### src/rtl/count_mon_pkg.sv
// rtl/count_mon_pkg.sv - shared event codes, direction states and FIFO entry type
package count_mon_pkg;

  typedef enum logic [2:0] {
    EVT_NONE     = 3'd0,
    EVT_WRAP_UP  = 3'd1,
    EVT_WRAP_DN  = 3'd2,
    EVT_DIR_UP   = 3'd3,
    EVT_DIR_DN   = 3'd4,
    EVT_CROSS_HI = 3'd5,
    EVT_CROSS_LO = 3'd6,
    EVT_JUMP     = 3'd7
  } evt_code_t;

  typedef enum logic [1:0] {
    ST_IDLE = 2'd0,
    ST_UP   = 2'd1,
    ST_DOWN = 2'd2
  } dir_t;

  // Entry carries the widest supported count; the FIFO stores only code + W bits.
  localparam int CNT_MAX_W = 64;

  typedef struct packed {
    evt_code_t              code;
    logic [CNT_MAX_W-1:0]   count;
  } evt_entry_t;

endpackage

### src/rtl/count_event_monitor_if.sv
// rtl/count_event_monitor_if.sv - event stream handshake between monitor and consumer
interface count_event_monitor_if
  import count_mon_pkg::*;
#(
  parameter int W = 32
);
  logic           evt_valid;
  logic           evt_ready;
  evt_code_t      evt_code;
  logic [W-1:0]   evt_count;

  modport master (output evt_valid, output evt_code, output evt_count, input evt_ready);
  modport slave  (input evt_valid, input evt_code, input evt_count, output evt_ready);
endinterface

### src/rtl/evt_fifo.sv
// rtl/evt_fifo.sv - synchronous event queue with registered valid and drop-on-full
module evt_fifo #(
  parameter int DEPTH = 4,
  parameter int DW    = 35
) (
  input  logic          clk,
  input  logic          rst,
  input  logic          push,
  input  logic [DW-1:0] push_data,
  input  logic          pop,
  output logic          out_valid,
  output logic [DW-1:0] out_data,
  output logic          full,
  output logic          drop
);
  localparam int AW = $clog2(DEPTH);

  logic [DW-1:0] mem [DEPTH];
  logic [AW-1:0] wr_ptr, rd_ptr;
  logic [AW:0]   occ, occ_next;
  logic          do_push, do_pop;

  // A pop frees the slot the simultaneous push needs, so full+pop still accepts.
  assign full     = (occ == (AW+1)'(DEPTH));
  assign do_pop   = pop && out_valid;
  assign do_push  = push && (!full || do_pop);
  assign drop     = push && !do_push;
  assign occ_next = occ + (AW+1)'(do_push) - (AW+1)'(do_pop);
  assign out_data = mem[rd_ptr];

  always_ff @(posedge clk or posedge rst) begin
    if (rst) begin
      for (int i = 0; i < DEPTH; i++) mem[i] <= '0;
      wr_ptr    <= '0;
      rd_ptr    <= '0;
      occ       <= '0;
      out_valid <= 1'b0;
    end else begin
      if (do_push) begin
        mem[wr_ptr] <= push_data;
        wr_ptr      <= wr_ptr + AW'(1);
      end
      if (do_pop) rd_ptr <= rd_ptr + AW'(1);
      occ       <= occ_next;
      out_valid <= (occ_next != '0);
    end
  end
endmodule

### src/rtl/count_event_monitor.sv
// rtl/count_event_monitor.sv - detects wraps, direction changes, threshold crossings and jumps on a counter
// Optional COUNT_MON_STATS_EN adds a saturating drop_cnt output.
module count_event_monitor
  import count_mon_pkg::*;
#(
  parameter int W     = 32,
  parameter int DEPTH = 4
) (
  input  logic                   clk,
  input  logic                   rst,
  input  logic [W-1:0]           count,
  input  logic [W-1:0]           thresh_hi,
  input  logic [W-1:0]           thresh_lo,
  count_event_monitor_if.master  evt,
  output dir_t                   dir,
  output logic                   ovf
`ifdef COUNT_MON_STATS_EN
  ,
  output logic [7:0]             drop_cnt
`endif
);
  logic [W-1:0] prev, d;
  logic         primed;
  logic         up_step, dn_step, jump;
  logic         wrap_up, wrap_dn, cross_hi, cross_lo;
  evt_code_t    code;
  evt_entry_t   ent;
  logic         push, pop, full, drop, head_valid;
  logic [W+2:0] head;
  logic         unused_ent_bits;

  always_comb begin
    d        = count - prev;
    up_step  = (d == W'(1));
    dn_step  = (d == '1);
    jump     = (d != '0) && !up_step && !dn_step;
    wrap_up  = (prev == '1) && (count == '0);
    wrap_dn  = (prev == '0) && (count == '1);
    cross_hi = (prev < thresh_hi) && (count >= thresh_hi);
    cross_lo = (prev > thresh_lo) && (count <= thresh_lo);

    code = EVT_NONE;
    if (jump)                          code = EVT_JUMP;
    else if (wrap_up)                  code = EVT_WRAP_UP;
    else if (wrap_dn)                  code = EVT_WRAP_DN;
    else if (dir == ST_DOWN && up_step) code = EVT_DIR_UP;
    else if (dir == ST_UP && dn_step)   code = EVT_DIR_DN;
    else if (cross_hi)                 code = EVT_CROSS_HI;
    else if (cross_lo)                 code = EVT_CROSS_LO;

    ent.code  = code;
    ent.count = CNT_MAX_W'(count);
  end

  assign unused_ent_bits = ^ent.count;
  assign push = primed && (code != EVT_NONE);
  assign pop  = head_valid && evt.evt_ready;

  // Direction FSM; the first edge after reset only loads prev.
  always_ff @(posedge clk or posedge rst) begin
    if (rst) begin
      prev   <= '0;
      primed <= 1'b0;
      dir    <= ST_IDLE;
    end else begin
      prev   <= count;
      primed <= 1'b1;
      if (primed) begin
        if (jump)         dir <= ST_IDLE;
        else if (up_step) dir <= ST_UP;
        else if (dn_step) dir <= ST_DOWN;
      end
    end
  end

  evt_fifo #(
    .DEPTH (DEPTH),
    .DW    (W + 3)
  ) u_fifo (
    .clk       (clk),
    .rst       (rst),
    .push      (push),
    .push_data ({ent.code, ent.count[W-1:0]}),
    .pop       (pop),
    .out_valid (head_valid),
    .out_data  (head),
    .full      (full),
    .drop      (drop)
  );

  assign evt.evt_valid = head_valid;
  assign evt.evt_code  = evt_code_t'(head[W+2:W]);
  assign evt.evt_count = head[W-1:0];

  always_ff @(posedge clk or posedge rst) begin
    if (rst)       ovf <= 1'b0;
    else if (drop) ovf <= 1'b1;
  end

`ifdef COUNT_MON_STATS_EN
  always_ff @(posedge clk or posedge rst) begin
    if (rst)                           drop_cnt <= 8'd0;
    else if (drop && drop_cnt != 8'hFF) drop_cnt <= drop_cnt + 8'd1;
  end
`endif
endmodule

### src/flat_wrapper.sv
// flat-port wrapper written by rule: the top's interface ports become plain ports
module count_event_monitor_flat import count_mon_pkg::*;
#(
  parameter int W     = 32,
  parameter int DEPTH = 4
)
  (clk, rst, count, thresh_hi, thresh_lo, dir, ovf, evt_evt_valid, evt_evt_code, evt_evt_count, evt_evt_ready);
  count_event_monitor_if #(.W(W)) evt_i ();
  input  logic clk;
  input  logic rst;
  input  logic [W-1:0] count;
  input  logic [W-1:0] thresh_hi;
  input  logic [W-1:0] thresh_lo;
  output dir_t dir;
  output logic ovf;
  output wire logic [$bits(evt_i.evt_valid)-1:0] evt_evt_valid;
  output wire logic [$bits(evt_i.evt_code)-1:0] evt_evt_code;
  output wire logic [$bits(evt_i.evt_count)-1:0] evt_evt_count;
  input wire logic [$bits(evt_i.evt_ready)-1:0] evt_evt_ready;
  assign evt_evt_valid = evt_i.evt_valid;
  assign evt_evt_code = evt_i.evt_code;
  assign evt_evt_count = evt_i.evt_count;
  assign evt_i.evt_ready = evt_evt_ready;
  count_event_monitor #(.W(W), .DEPTH(DEPTH)) u_core (.clk(clk), .rst(rst), .count(count), .thresh_hi(thresh_hi), .thresh_lo(thresh_lo), .evt(evt_i), .dir(dir), .ovf(ovf));
endmodule
### config.mk
export PLATFORM = sky130hd
export DESIGN_NAME = count_event_monitor_flat
export DESIGN_NICKNAME = d
export VERILOG_FILES = /design/src/rtl/count_mon_pkg.sv /design/src/rtl/count_event_monitor_if.sv /design/src/rtl/evt_fifo.sv /design/src/rtl/count_event_monitor.sv /design/src/flat_wrapper.sv
export SDC_FILE = /design/constraint.sdc
export NUM_CORES = 1
export LEC_CHECK = 0
export ABC_AREA = 0
export BUFFER_PORTS_ARGS = -buffer_cell sky130_fd_sc_hd__clkbuf_2
export CAP_MARGIN = 40
export CORE_MARGIN = 2
export CORE_UTILIZATION = 54
export DETAILED_ROUTE_END_ITERATION = 7
export PLACE_DENSITY = 0.74
export SYNTH_ARGS = -nofsm -noshare
export SYNTH_HDL_FRONTEND = slang
export SYNTH_SLANG_ARGS = --single-unit
### constraint.sdc
create_clock -name clk -period 7 [get_ports clk]
set_input_delay 0.35 -clock clk [delete_from_list [all_inputs] [get_ports clk]]
set_output_delay 0.35 -clock clk [all_outputs]
set_load 0.03 [all_outputs]
==> results of run 1 <==
==> synth_stat cells (4+ instances only) <==
cell type  count  share of area (%)
a2111oi_0      5               0.32
a211o_1        7               0.45
a211oi_1      11               0.61
a21boi_0       5               0.28
a21o_1        30                1.7
a21oi_1       81                3.0
a22o_1         5               0.32
a22oi_1        8               0.44
a31oi_1        5               0.23
and2_1        14               0.65
and3_1         7               0.32
buf_1          7               0.19
buf_6         12                1.0
clkbuf_1      19               0.53
dfrtp_1      184                 34
ha_1         165                 15
inv_1        123                3.4
mux2_1       128                 11
mux4_2        35                5.8
nand2_1       78                2.2
nand2b_1       8               0.37
nand3_1       25               0.93
nand4_1       56                2.6
nor2_1        41                1.1
nor2b_1        8               0.37
nor3_1        20               0.74
nor4_1        23                1.1
o211ai_1       8               0.44
o21a_1        13               0.72
o21ai_0       47                1.7
o21ai_1        7               0.26
o21ai_4        4               0.48
o221a_2        4               0.33
o31ai_1        5               0.28
or3_1         10               0.46
or4_1          6               0.33
xnor2_1        9               0.58
xor2_1        18                1.2
==> through the flow <==
stage | power [mW] | cell area, um^2 | hold WS [ns] | util, % | setup WS [ns]
after floorplan | 3.397 | 13500 | 0.3814 | - | 1.630
after global placement | 3.928 | 14440 | 0.4680 | 59.02 | 0.9713
after detailed placement | 4.021 | 14520 | 0.4179 | 59.34 | 0.8804
after CTS | 4.995 | 15110 | 0.1070 | 61.77 | 1.081
after global routing | 5.256 | 15110 | 0.1267 | 61.77 | 0.5579
final | 4.979 | 15110 | 0.1199 | 61.77 | 1.042
==> cells in the final DEF, fill, tap and decap left out, types with 9 or more instances in the layout <==
master,n
nor4_1,23
or3_1,10
nor3_1,20
clkbuf_2,137
nand3_1,25
a21o_1,30
mux2_1,128
a211oi_1,11
o21a_1,13
o21ai_0,47
nand4_1,56
dfrtp_1,182
and2_1,14
xnor2_1,9
xor2_1,18
mux4_2,35
buf_4,11
a21oi_1,81
ha_1,165
nand2_1,78
clkbuf_16,17
nor2_1,41
inv_1,122
==> state kept, by name (all words and copies together) (netlist names) <==
register and flops:
u_core.dir 2, u_core.ovf 1, u_core.prev 32, u_core.primed 1, u_core.u_fifo.mem 140, u_core.u_fifo.occ 3
u_core.u_fifo.out_valid 1, u_core.u_fifo.rd_ptr 2, u_core.u_fifo.wr_ptr 2
==> kinds of logic after synthesis <==
family | after synthesis
AOI/OAI and AO/OA | 278
xor gates and xnor gates | 27
adders and majority gates | 167
buffers and inverters | 163
DFF | 184
muxes | 167
other | 1
and+or+nand+nor | 317
==> cell type report <==
cell class                 count  area share [%]
clock buffer                  18           2.840
clock inverter                14           1.019
inverter                     123           3.089
multi-input combinational    957           54.21
sequential                   184           30.49
tap                          324           2.683
timing repair buffer         153           5.672
==> power by group through the flow <==
stage / registers [mW] / clock network, mW / logic, mW
after floorplan: 1.66 / 0 / 1.73
after global placement: 1.77 / 0 / 2.15
after detailed placement: 1.77 / 0 / 2.25
after CTS: 1.76 / 0.967 / 2.27
after global routing: 1.82 / 1.01 / 2.43
final: 1.77 / 0.958 / 2.25
==> metal layers <==
metal	global-route usage, %	share of wire, %
met4	11.91	3.5
met3	6.461	6.6
met2	49.42	47
met5	0	0
met1	40.13	43
==> worst paths after layout <==
check	slack [ns]	start	end
max in group asynchronous	5.51	rst	u_core.prev[17]$_DFF_PP0_
setup / recovery	1.04	u_core.prev[0]$_DFF_PP0_	u_core.u_fifo.out_valid$_DFF_PP0_
hold reg to reg	0.49	u_core.u_fifo.mem[83]$_DFFE_PP0P_	u_core.u_fifo.mem[83]$_DFFE_PP0P_
hold / removal	0.12	count[0]	u_core.prev[0]$_DFF_PP0_
min in group asynchronous	0.48	rst	u_core.u_fifo.mem[31]$_DFFE_PP0P_
setup reg to reg	1.04	u_core.prev[0]$_DFF_PP0_	u_core.u_fifo.out_valid$_DFF_PP0_
==> critical path: stages (launching register included) <==
cell,delay [ns]
dfrtp_1,0.45
ha_1,0.22
fa_1,0.39
nand2b_1,0.18
a211oi_2,0.41
o21ai_0,0.20
a21oi_1,0.31
o21a_1,0.17
or4b_2,0.12
o311ai_0,0.21
nor4_1,0.71
and2_1,0.29
a211o_1,0.50
o21ai_1,0.26
ha_1,0.33
inv_1,0.04
ha_1,0.18
fa_1,0.39
xnor2_1,0.16
or3_1,0.31
==> timing repair <==
item | 4_1_cts | 5_1_grt
buffers inserted | 0 | 0
hold buffers | 1 | 0
hold endpoints to repair | 52 | 0
==> impl_metrics.yaml, run 1 <==
status:
  status: "finished clean"
setup_path:
  setup.worst_path.class: "reg2reg"
  worstSetupEndpointType: "flip-flop"
  required_ns: 7.34
  reg2reg_depth: 19
  worstPathArrival_ns: 6.29
  cp-start-kind: "flip-flop"
  crit_path_max_fanout: 9
placed_design:
  io_buffers: 137
  placed_cells: 1740
  dp_hpwl_mm: 29.42
  gp_congestion: 0.9467
power:
  ir_drop_uv: 407.9
  p_per_area_nw_per_um2: 329.5
  seqPwrFrac_pct: 35.6
  p_sw_mw: 2.042
  comb_power_share_pct: 45.2
  p_clk_share_pct: 19.2
  p_int_mw: 2.937
  leakage_nw: 7.075
  p_sw_share_pct: 41.00
cts:
  cts_root_buf: "clkbuf_16"
  h-tree-depth: 4
  ctsLongestPathBuffers: 2
  ctsResizeCount: 0
  cts_tree: "done"
  path_clk_slew_ns: 0.08
  clkSinkCount: 184
  cts_buffers: 17
  clock_latency_ns: 0.45
floorplanning:
  fp-row-count: 57
  die_w_um: 162.1
  start_util_pct: 55.18
  dieArea_um2: 26280
  core_um2: 24460
  die_y_um: 162.1
  io_pins: 138
yosys:
  muxShareOfSynthArea_pct: 16.82
  synth_compound_area_share_pct: 14.02
  yosys_warnings: 0
  synth_area_um2: 13500
  synth_cell_type_count: 75
  synth_edf_count: 0
  synth_xor_area_share_pct: 1.752
  synth_flop_cell: "dfrtp_1"
  synth_fa_ha_area_share_pct: 15.59
  yosys.area_share.simple_pct: 12.46
  synth_top_family_by_area: "multiplexers"
  ys_seq_elements: 184
  synth_seq_area_share_pct: 34.11
  syn_inst: 1304
  synthArstFlopShare_pct: 100.0
  syn-num-nets: 1570
  synth.avg_cell_area_um2: 10.35
detailed_routing:
  drt_wl_total_mm: 38.54
  viasPerCell: 6.315
  wl_per_cell_um: 21.74
  first_iter_violations: 899
  drtAntennaViolNets: 0
  drc_errors: 0
  via_count: 11197
  drt_pre_antenna_iters: 7
min_path:
  hold_path_class: "in2reg"
  whs_path_depth: 1
global_route:
  grt_pass1_wl_mm: 61.67
  antenna_found_initial: 0
  track_usage_pct: 30.43
  globalRouteOverflowTotal: 0
  grt_max_degree: 69
  grt_pass1_vias: 11518
sta:
  slew_violations: 0
  hold_violations: 0
  slew_headroom_pct: 43.45
  rsz0062_at_grt: "false"
  tightest_slew_ns: 0.8269
  period_share_pct: 85.11
  max_clock_freq_ghz: 0.1678
  min_period_ns: 5.958
  finalSetupViolations: 0
  fin_tns_setup_ns: 0
  fin_skew_ns: 0.01982
cells_and_area:
  drive_above_1_share_pct: 16.77
  antennaDiodeCount: 0
  fillers: 2016
  syn_to_final_growth_pct: 11.93
  fin_cells: 1773
  finalNetCount: 1702
  seq_area_um2: 4607
  multi_input_area_um2: 8190
flow_run:
  cap_violations: 0
Note: power is estimated with default switching activity, not from simulation.
==> run 2, diff against run 1 <==
- clock period: 7 -> 7.73 ns (I/O delays scaled with it)
==> run 2 against run 1 <==
Against the previous run:
- die area did not move
- clock skew is 0.0028 ns lower
- first-iteration DRC count rose by 9.3%
- global-route usage decreased by 0.44 points
- via count down 0.92%
- cell count hardly changed
- critical path type unchanged
- critical endpoint unchanged
==> impl_metrics.yaml, run 2 (synthesized netlist as in run 1, its figures left out) <==
status:
  status: "finished clean"
setup_path:
  reg2reg_depth: 19
  max_stage_delay_ns: 0.50
  r2r_start: "u_core.prev[0]$_DFF_PP0_"
  crit_path_max_fanout: 9
  slowest_stage: "a211o_1"
  worstPathCellList: "ha_1 > fa_1 > nand2b_1 > a211oi_2 > nor2_1 > o21ai_1 > xor2_1 > inv_1 > or4_1 > or4_1 > o21bai_1 > a211o_1 > o21ai_1 > ha_1 > inv_1 > ha_1 > fa_1 > xnor2_1 > or3_1"
  worstSetupEndpointType: "flip-flop"
  cp-start-kind: "flip-flop"
  cpMostUsedCell: "ha_1"
  worstPathArrival_ns: 6.39
  crit_end: "u_core.u_fifo.out_valid$_DFF_PP0_"
  setup.worst_path.class: "reg2reg"
  worstReg2RegEnd: "u_core.u_fifo.out_valid$_DFF_PP0_"
  reg2reg_slack_ns: 1.66
  crit_path_start: "u_core.prev[0]$_DFF_PP0_"
  required_ns: 8.04
floorplanning:
  core_um2: 24460
  die_y_um: 162.1
  die_w_um: 162.1
  io_pins: 138
  dieArea_um2: 26280
  start_util_pct: 55.18
  fp-row-count: 57
power:
  comb_power_share_pct: 45.2
  seqPwrFrac_pct: 35.1
  ir_drop_uv: 336.9
  p_per_area_nw_per_um2: 301.0
  p_clk_share_pct: 19.7
  p_sw_mw: 1.855
  p_sw_share_pct: 40.60
  leakage_nw: 7.096
  p_int_mw: 2.714
cells_and_area:
  multi_input_area_um2: 8190
  largest_register_ffs: 140
  largestRegisters: "u_core.u_fifo.mem (140), u_core.prev (32), u_core.u_fifo.occ (3)"
  final_common_cell: "dfrtp_1"
  fillers: 1948
  syn_to_final_growth_pct: 12.42
  drive_above_1_share_pct: 16.66
  final_cell_mix: "dfrtp_1 (182), ha_1 (165), clkbuf_2 (137)"
  fin_util_pct: 62.04
  seq_area_um2: 4607
  finalNetCount: 1700
  largest_register: "u_core.u_fifo.mem"
cts:
  path_clk_slew_ns: 0.07
  clkSinkCount: 184
  ctsResizeCount: 0
  clock_latency_ns: 0.44
  ctsLongestPathBuffers: 2
  cts_tree: "done"
  h-tree-depth: 4
  cts_root_buf: "clkbuf_16"
  cts_buffers: 17
placed_design:
  dpl_worst_slack_ns: 1.582
  dp_hpwl_mm: 29.87
  gp_congestion: 1.047
  io_buffers: 137
min_path:
  hold_path_class: "in2reg"
  whs_path_depth: 1
detailed_routing:
  drt_pre_antenna_iters: 7
  drt_wl_total_mm: 38.68
  wl_per_cell_um: 21.83
  drc_errors: 0
  drtAntennaViolNets: 0
  first_iter_violations: 983
  viasPerCell: 6.261
  via_count: 11094
sta:
  slew_violations: 0
  max_clock_freq_ghz: 0.1646
  rsz0062_at_grt: "false"
  fin_tns_setup_ns: 0
  whs_ns: 0.1517
  worst_slack_ns: 1.656
  min_period_ns: 6.074
  finalSetupViolations: 0
  hold_violations: 0
  tightest_slew_ns: 0.9587
  period_share_pct: 78.58
  fin_skew_ns: 0.01698
  slew_headroom_pct: 34.43
global_route:
  grt_max_degree: 68
  grt_pass1_vias: 11076
  antenna_found_initial: 1
  globalRouteOverflowTotal: 0
  track_usage_pct: 29.99
  grt_pass1_wl_mm: 60.73
flow_run:
  cap_violations: 0
## run 2: critical path: cells and delay by family, from the launching register on
kind,cells,cell delay [ns]
flops,1,0.48
fa+ha+maj,5,1.55
compound gates,5,1.70
simple gates,5,1.57
xor+xnor,2,0.53
buf+inv,2,0.13
## run 2: worst min-delay path by stage
stage | from | end | slack [ns]
detailed placement | rst | u_core.u_fifo.mem[66]$_DFFE_PP0P_ | 0.45
floorplan | count[0] | u_core.prev[0]$_DFF_PP0_ | 0.42
global route | count[0] | u_core.prev[0]$_DFF_PP0_ | 0.16
finish | count[0] | u_core.prev[0]$_DFF_PP0_ | 0.15
global placement | u_core.u_fifo.mem[87]$_DFFE_PP0P_ | u_core.u_fifo.mem[87]$_DFFE_PP0P_ | 0.47
CTS | count[0] | u_core.prev[0]$_DFF_PP0_ | 0.14
## run 2: layer usage
layer	part of all wire [%]	vias up	wire, um	global-route usage (%)
met4	4.6	0	1771	14.28
met3	6.1	110	2346	5.184
li1	-	5141	-	-
met5	0	-	0	0
met2	46	417	17930	47.74
met1	43	5426	16630	40.08
## run 2: what timing repair did
action / 4_1_cts / 5_1_grt
hold buffers: 1 / 0
endpoints found under the setup margin: 0 / 0
setup buffers: 0 / 0
endpoints found under the hold margin: 38 / 0
## run 2: power by group through the flow
| stage | Combinational, mW | Clock (mW) | Sequential [mW] |
|---|---|---|---|
| after floorplan | 1.57 | 0 | 1.51 |
| after global placement | 1.95 | 0 | 1.61 |
| after detailed placement | 2.06 | 0 | 1.61 |
| after CTS | 2.07 | 0.914 | 1.60 |
| final | 2.06 | 0.901 | 1.60 |
| after global routing | 2.21 | 0.954 | 1.65 |
## run 2: per-stage QoR
step | area, um^2 | cells | power, mW
6_report | 15180 | 1772 | 4.569
5_1_grt | 15180 | 1772 | 4.815
4_1_cts | 15170 | 1771 | 4.590
3_5_place_dp | 14550 | 1738 | 3.668
3_3_place_gp | 14400 | 1731 | 3.563
2_1_floorplan | 13500 | 1304 | 3.076
## run 2: final cells by class
type                            count  share of cell area, %
Clock buffer                       18                  2.828
Tap cell                          324                  2.671
Clock inverter                     14                  1.187
Inverter                          123                  3.075
Timing Repair Buffer              151                  5.895
Antenna cell                        1                0.01649
Sequential cell                   184                  30.36
Multi-Input combinational cell    957                  53.97
